`src/rtl/bcd_serial_adder.sv`:
```
// bcd_serial_adder: multi-digit packed-BCD adder/subtractor, one digit per clock,
// least significant digit first, with a start/busy/done handshake.
// Ports:
//   clk, rst_n      clock (rising edge), asynchronous active-low reset
//   start           request a new operation (sampled only while idle)
//   sub             0 = add, 1 = subtract (A - B - cin)
//   Augend, Addend  packed BCD operands, digit 0 in bits [3:0]
//   cin             carry-in (add) / borrow-in (sub)
//   busy            high while an operation is in progress
//   done            one-cycle pulse when sum/outcarry/invalid update
//   sum             packed BCD result, held between operations
//   outcarry        add: decimal carry out; sub: 1 = no borrow
//   invalid         a latched operand digit was greater than 9
module bcd_serial_adder #(
  parameter int unsigned DIGITS = 4
) (
  input  logic                  clk,
  input  logic                  rst_n,
  input  logic                  start,
  input  logic                  sub,
  input  logic [4*DIGITS-1:0]   Augend,
  input  logic [4*DIGITS-1:0]   Addend,
  input  logic                  cin,
  output logic                  busy,
  output logic                  done,
  output logic [4*DIGITS-1:0]   sum,
  output logic                  outcarry,
  output logic                  invalid
);

  localparam int unsigned W  = 4 * DIGITS;
  localparam int unsigned CW = (DIGITS > 1) ? $clog2(DIGITS) : 1;
  localparam logic [CW-1:0] LAST = CW'(DIGITS - 1);

  typedef enum logic {
    IDLE = 1'b0,
    RUN  = 1'b1
  } state_t;

  state_t          r_state;
  logic [W-1:0]    r_a;
  logic [W-1:0]    r_b;
  logic [W-1:0]    r_res;
  logic            r_sub;
  logic            r_carry;
  logic            r_inv_pend;
  logic [CW-1:0]   r_cnt;

  logic            w_inv_in;
  logic [3:0]      w_a_dig;
  logic [3:0]      w_b_raw;
  logic [3:0]      w_b_dig;
  logic [4:0]      w_s;
  logic            w_carry;
  logic [3:0]      w_digit;
  logic [W-1:0]    w_res_next;

  // Flag any non-decimal digit in either incoming operand
  always_comb begin
    w_inv_in = 1'b0;
    for (int i = 0; i < int'(DIGITS); i++) begin
      if ((Augend[4*i +: 4] > 4'd9) || (Addend[4*i +: 4] > 4'd9)) begin
        w_inv_in = 1'b1;
      end
    end
  end

  // One decimal digit step; subtraction uses the nine's complement of B
  // with the inverted borrow as initial carry, so A - B - cin falls out as
  // a plain decimal add.
  always_comb begin
    w_a_dig = r_a[32'(r_cnt)*4 +: 4];
    w_b_raw = r_b[32'(r_cnt)*4 +: 4];
    w_b_dig = r_sub ? 4'(4'd9 - w_b_raw) : w_b_raw;
    w_s     = 5'(w_a_dig) + 5'(w_b_dig) + 5'(r_carry);
    w_carry = (w_s > 5'd9);
    w_digit = w_carry ? 4'(w_s + 5'd6) : w_s[3:0];
  end

  // Partial result with the current digit dropped into its slot
  always_comb begin
    w_res_next = r_res;
    w_res_next[32'(r_cnt)*4 +: 4] = w_digit;
  end

  // Control FSM and datapath registers; outputs only change on completion
  always_ff @(posedge clk or negedge rst_n) begin
    if (!rst_n) begin
      r_state    <= IDLE;
      r_a        <= '0;
      r_b        <= '0;
      r_res      <= '0;
      r_sub      <= 1'b0;
      r_carry    <= 1'b0;
      r_inv_pend <= 1'b0;
      r_cnt      <= '0;
      busy       <= 1'b0;
      done       <= 1'b0;
      sum        <= '0;
      outcarry   <= 1'b0;
      invalid    <= 1'b0;
    end else begin
      done <= 1'b0;
      case (r_state)
        IDLE: begin
          if (start) begin
            r_a        <= Augend;
            r_b        <= Addend;
            r_sub      <= sub;
            r_carry    <= sub ? ~cin : cin;
            r_res      <= '0;
            r_cnt      <= '0;
            r_inv_pend <= w_inv_in;
            busy       <= 1'b1;
            r_state    <= RUN;
          end
        end
        RUN: begin
          r_res   <= w_res_next;
          r_carry <= w_carry;
          if (r_cnt == LAST) begin
            sum      <= w_res_next;
            outcarry <= w_carry;
            invalid  <= r_inv_pend;
            done     <= 1'b1;
            busy     <= 1'b0;
            r_cnt    <= '0;
            r_state  <= IDLE;
          end else begin
            r_cnt <= r_cnt + CW'(1);
          end
        end
      endcase
    end
  end

endmodule

```
`config.mk`:
```
export PLATFORM = sky130hd
export DESIGN_NAME = bcd_serial_adder
export DESIGN_NICKNAME = d
export VERILOG_FILES = /design/src/rtl/bcd_serial_adder.sv
export SDC_FILE = /design/constraint.sdc
export NUM_CORES = 1
export LEC_CHECK = 0
export ABC_AREA = 1
export CAP_MARGIN = 20
export CORE_MARGIN = 10
export CORE_UTILIZATION = 58
export DETAILED_ROUTE_END_ITERATION = 7
export PLACE_DENSITY = 0.85
export RECOVER_POWER = 100
export SLEW_MARGIN = 20
export SYNTH_ARGS = -nofsm -noshare
export SYNTH_HDL_FRONTEND = slang
export SYNTH_SLANG_ARGS = --single-unit
```
`constraint.sdc`:
```
create_clock -name clk -period 8.2 [get_ports clk]
set_input_delay 1.23 -clock clk [delete_from_list [all_inputs] [get_ports clk]]
set_output_delay 1.23 -clock clk [all_outputs]
set_load 0.005 [all_outputs]
```
==> reports/metrics.cfg, run 1 <==
[run_status]
status = complete, but fails checks
violations = max-capacitance violations, max-slew violations

[setup_path]
r2r_cells = 18
r2r_slack_ns = 3.58
required_ns = 8.50
crit_type = reg -> reg
startpoint = r_cnt[0]
r2r_end = r_res[15]
r2r_start = r_cnt[0]
start_kind = register
crit_arrival_ns = 4.92
worstSetupEndpointType = register
cp_max_fo = 31

[clock_tree]
clk_latency_ns = 0.36
clkSlewWorstSetupHoldPaths_ns = 0.08
cts_resized = 0
cts-htree-levels = 3
clockRootBuffer = clkbuf_8
clock_path_buffers = 2
cts_tree = done
hold_buffers = 0
cts_setup_buffers = 0
cts_buffers = 9
cts.sinks = 74

[layout]
fillers = 513
regArea_um2 = 1850
design_area_um2 = 4500
area_delta_synth_final_pct = 18.7
antenna_cells = 0
finalNonFillerCells = 606
drive_above_1_share_pct = 5.86
final_core_util_pct = 70.8
num-nets-final = 574
multi_input_area_um2 = 1610

[global_route]
grt_pass1_wl_mm = 14.9
grt_pass1_vias = 3217
grt_max_degree = 75
antenna_found_initial = 0
track_usage_pct = 18.1
gr-total-overflow = 0

[routing]
vias = 3223
viasPerCell = 5.32
first_iter_violations = 187
drcViolationCount = 0
postRouteAntennaNets = 0
dr.pass1.iters = 4
wl_per_cell_um = 14.9
drt_wl_total_mm = 9.04

[synthesis]
syn_area_per_cell_um2 = 8.01
synth_edf_count = 0
yosysSeqAreaShare_pct = 48.9
async_flop_share_pct = 100
synthTopCellsByArea = dfrtp_1 49%, nand2_1 19%, inv_1 4.4%, ha_1 3.6%, o21ai_1 2.9%
yosysTopAreaCellShare_pct = 48.9
yosys_register_bits = 74
syn-num-nets = 523
yosysTopAreaCell = dfrtp_1
synthCells = 473
netlist-cell-type-count = 37
yosysMostFrequentCell = nand2_1
synth_commonest_cells = 196 x nand2_1, 74 x dfrtp_1, 44 x inv_1
yosysWarnings = 0
synth_flop_cell = dfrtp_1
synth_area_um2 = 3790

[place]
dp_cells = 590
hpwlAfterDp_mm = 6.57
numPortBuffers = 56
place_area_um2 = 4370
gp_congestion = 0.897

[sta]
timing_hold_violations_final = 0
skew_ns = 0.00602
finalCritPeriodShare_pct = 56.3
max_freq_mhz = 216
worst_pin_slew_ns = 3.83
setup_viol = 0
relSlewSlack_pct = -155
fin_crit_ns = 4.62
slew_violations = 125
rsz0062_at_grt = false
finalSetupTns_ns = 0

[power]
ir_drop_v = 0.000319
p_per_area_nw_per_um2 = 501
p_leak_nw = 2.37
power.total_w = 0.00225

[hold_path]
min_from = sum[12]
whs_path_depth = 2
whs_endpoint = sum[12]
hp-class = reg -> reg

[floorplan]
die_y_um = 101
core_um2 = 6350
die_area_um2 = 10200
rows = 29
die_x_um = 101
initial_core_util_pct = 59.7
io_pins = 57

[flow_run]
max_cap_viol_count = 2

kinds of logic (layout without fill, tap and decap cells):
family,Yosys count,in the layout,synth area share [%]
AOI/OAI and AO/OA,70,70,11.3
xor gates and xnor gates,2,2,0.462
adders and majority gates,13,13,4.69
buffers and inverters,68,124,7.30
DFF,74,74,48.9
and+or+nand+nor,246,246,27.3
metal layers:
metal / track usage [%] / share of wire (%) / routed length [um]
met1: 22.7 / 45 / 4030
met2: 28.5 / 47 / 4270
met3: 3.84 / 5.5 / 499
met4: 10.0 / 2.7 / 240
met5: 0 / 0 / 0
how the worst max path moves through the flow:
stage          slack [ns]  depth (start not counted)        end
2_1_floorplan        4.93                         21   r_res[3]
3_3_place_gp         4.38                         18     sum[7]
3_5_place_dp         4.21                         18  r_res[13]
4_1_cts              4.12                         18  r_res[13]
5_1_grt              3.00                          2     r_a[0]
6_report             3.58                         18  r_res[15]
through the flow:
| step | hold slack (ns) | setup WS [ns] |
|---|---|---|
| floorplan | 0.437 | 4.93 |
| global placement | 0.456 | 4.38 |
| detailed placement | 0.464 | 4.21 |
| CTS | 0.485 | 4.12 |
| global route | 0.499 | 3.00 |
| finish | 0.472 | 3.58 |
flip-flops by register name (all words and copies together), names as in the netlist:
| signal | count |
|---|---|
| busy | 1 |
| done | 1 |
| invalid | 1 |
| outcarry | 1 |
| r_a | 16 |
| r_b | 16 |
| r_carry | 1 |
| r_cnt | 2 |
| r_inv_pend | 1 |
| r_res | 16 |
| r_state | 1 |
| r_sub | 1 |
| sum | 16 |
placed cells by master (no fill, tap or decap), types with 2 or more instances in the layout:
cell type,count
nor2_1,18
dfrtp_1,74
inv_2,2
clkbuf_1,3
a21oi_1,10
nand3_1,10
clkdlybuf4s50_1,34
o22ai_1,10
nand4_1,7
clkinv_2,5
nand2_2,5
inv_1,47
a32o_1,2
clkbuf_8,9
o21ai_1,3
nand2_1,200
fa_1,2
dlygate4sd3_1,21
ha_1,11
o21ai_0,35
report_power, final:
group / internal, W / switching [W]
Sequential: 0.000513 / 0.000121
Clock: 0.000138 / 0.000136
Combinational: 0.000482 / 0.000862
Total: 0.00113 / 0.00112
cell type report:
class	count	share of cell area, %
Multi-Input combinational cell	331	35.8
Inverter	50	4.20
Sequential cell	74	41.2
Timing Repair Buffer	58	12.5
Tap cell	77	2.14
Clock buffer	10	2.84
Clock inverter	6	1.28
worst max-delay path: stages, from the launching register on:
cell      delay, ns
dfrtp_1        0.97
inv_1          0.49
o21ai_0        0.36
o22ai_1        0.14
xnor2_1        0.16
fa_1           0.37
inv_1          0.11
fa_1           0.46
inv_1          0.12
ha_1           0.19
nand2_1        0.06
a21boi_0       0.16
nand2_4        0.11
nand2_1        0.13
nand2_1        0.15
nand4_1        0.15
o21bai_1       0.28
nand2_1        0.08
nand2_1        0.07
Note: power is estimated with default switching activity, not from simulation.
==> inputs of run 2 (changes only) <==
Settings changed: CORE_UTILIZATION 58 to 54, PLACE_DENSITY 0.85 to 0.8.
Clock period 8.2 ns to 4.62 ns, I/O delays scaled along.
==> run 2 against run 1 <==
  * The run still ends with max-capacitance violations, max-slew violations left
  * Clock skew is 0.0040 ns higher
  * Non-clock buffer count is 1 higher
  * First-iteration DRC count is 24% lower
  * Register-to-register slack worse by 2.9 ns
  * Critical endpoint is now r_res[7]
  * Largest cell class unchanged
  * Highest routed layer unchanged
==> reports/metrics.cfg, run 2 (synthesized netlist as in run 1, its figures left out) <==
[floorplan]
io_pins = 57  ; unchanged
die_area_um2 = 10800  ; +5.9%
rows = 30  ; +3.4%
core_um2 = 6790  ; +7.0%
initial_core_util_pct = 55.8  ; -3.9 points
die_x_um = 104  ; +2.9%
die_y_um = 104  ; +2.9%

[layout]
num-nets-final = 575  ; +0.17%
final_core_util_pct = 67.1  ; -3.7 points
final_cell_mix = 201 x nand2_1, 74 x dfrtp_1, 47 x inv_1
design_area_um2 = 4560  ; +1.4%
fillers = 571  ; +11%
area_delta_synth_final_pct = 20.3
final_common_cell = nand2_1
drive_above_1_share_pct = 6.04  ; +0.18 points
antenna_cells = 0  ; unchanged
multi_input_area_um2 = 1630  ; +1.5%
regArea_um2 = 1850  ; unchanged

[global_route]
gr-total-overflow = 0  ; unchanged
grt_pass1_wl_mm = 15.5  ; +3.8%
grt_max_degree = 51  ; -32%
antenna_found_initial = 0  ; unchanged
grt_pass1_vias = 3240  ; +0.71%
track_usage_pct = 17.1  ; -1.1 points

[clock_tree]
cts-htree-levels = 3  ; unchanged
cts_tree = done
clockRootBuffer = clkbuf_8
cts.sinks = 74  ; unchanged
clock_path_buffers = 2  ; unchanged
cts_resized = 0  ; unchanged
cts_setup_buffers = 0  ; unchanged
clkSlewWorstSetupHoldPaths_ns = 0.08  ; about the same
hold_buffers = 0  ; unchanged
clk_latency_ns = 0.36  ; about the same
cts_buffers = 9  ; unchanged

[flow_run]
max_cap_viol_count = 1  ; -1

[sta]
timing_hold_violations_final = 0  ; unchanged
rsz0062_at_grt = false
setup_viol = 0  ; unchanged
finalSetupTns_ns = 0  ; unchanged
max_freq_mhz = 255  ; +18%
relSlewSlack_pct = -75.3  ; +80 points
fin_crit_ns = 3.92  ; -0.695 ns
setup_ws_ns = 0.696  ; -2.88 ns
skew_ns = 0.0101  ; +0.00404 ns
finalCritPeriodShare_pct = 84.9  ; +29 points
slew_violations = 51  ; -59%
worst_pin_slew_ns = 2.63  ; -1.20 ns

[run_status]
status = complete, but fails checks
violations = max-capacitance violations, max-slew violations

[routing]
drt_wl_total_mm = 9.00  ; -0.43%
wl_per_cell_um = 14.4  ; -3.6%
viasPerCell = 5.19  ; -2.5%
dr.pass1.iters = 5  ; +1
vias = 3247  ; +0.74%
drcViolationCount = 0  ; unchanged
first_iter_violations = 143  ; -24%
postRouteAntennaNets = 0  ; unchanged

[setup_path]
crit_arrival_ns = 4.22  ; -0.70 ns
start_kind = register
required_ns = 4.92  ; -3.58 ns
worstSetupEndpointType = register
crit_type = reg -> reg
cp_max_fo = 16  ; -48%

[place]
gp_congestion = 0.971  ; +8.3%
place_ws_ns = 1.00  ; -3.20 ns
hpwlAfterDp_mm = 6.66  ; +1.3%
place_area_um2 = 4400  ; +0.72%
numPortBuffers = 56  ; unchanged

[hold_path]
hp-class = reg -> reg

## run 2: area by class of cell
type	count	area share [%]
sequential	74	40.6
inverter	50	4.14
tap	96	2.63
clock inverter	6	1.48
clock buffer	10	2.80
multi-input combinational	331	35.8
timing repair buffer	59	12.5
## run 2: critical path, cell delays in order, from the launching register on
cell and delay (ns):
dfrtp_1 0.48, inv_1 0.42, a21oi_1 0.08, a32oi_1 0.34, inv_1 0.10, ha_1 0.29, nand2_1 0.06, o21ai_0 0.08
ha_1 0.40, nand2_1 0.10, nand2_1 0.16, ha_1 0.21, nand2_1 0.07, a21boi_4 0.15, nand2_4 0.08, nand2_1 0.15
nand2_1 0.20, nand4_4 0.11, o21bai_1 0.22, nand2_1 0.07, nand2_1 0.08
## run 2: worst paths after layout
kind | startpoint | to | slack [ns] | depth (start not counted)
min in group asynchronous | rst_n | sum[3] | 1.16 | 1
worst max-delay path | r_cnt[1] | r_res[7] | 0.70 | 20
worst min register to register | sum[3] | sum[3] | 0.47 | 2
worst max register to register | r_cnt[1] | r_res[7] | 0.70 | 20
worst min-delay path | sum[3] | sum[3] | 0.47 | 2
max in group asynchronous | rst_n | r_cnt[0] | 1.17 | 2
## run 2: per-layer routing
| layer | routed length, um | track usage, % | vias up |
|---|---|---|---|
| li1 | - | - | 1604 |
| met1 | 3970 | 21.9 | 1528 |
| met2 | 4280 | 26.8 | 105 |
| met3 | 636 | 5.45 | 10 |
| met4 | 118 | 5.37 | 0 |
| met5 | 0 | 0 | - |
## run 2: per-stage QoR
stage / instances / hold slack (ns)
2_1_floorplan: 473 / 0.397
3_3_place_gp: 610 / 0.461
3_5_place_dp: 610 / 0.459
4_1_cts: 626 / 0.480
5_1_grt: 626 / 0.499
6_report: 626 / 0.474
Power of run 2 is not shown: default switching activity piles up to over one toggle a cycle in this logic, so the estimate is an artifact.
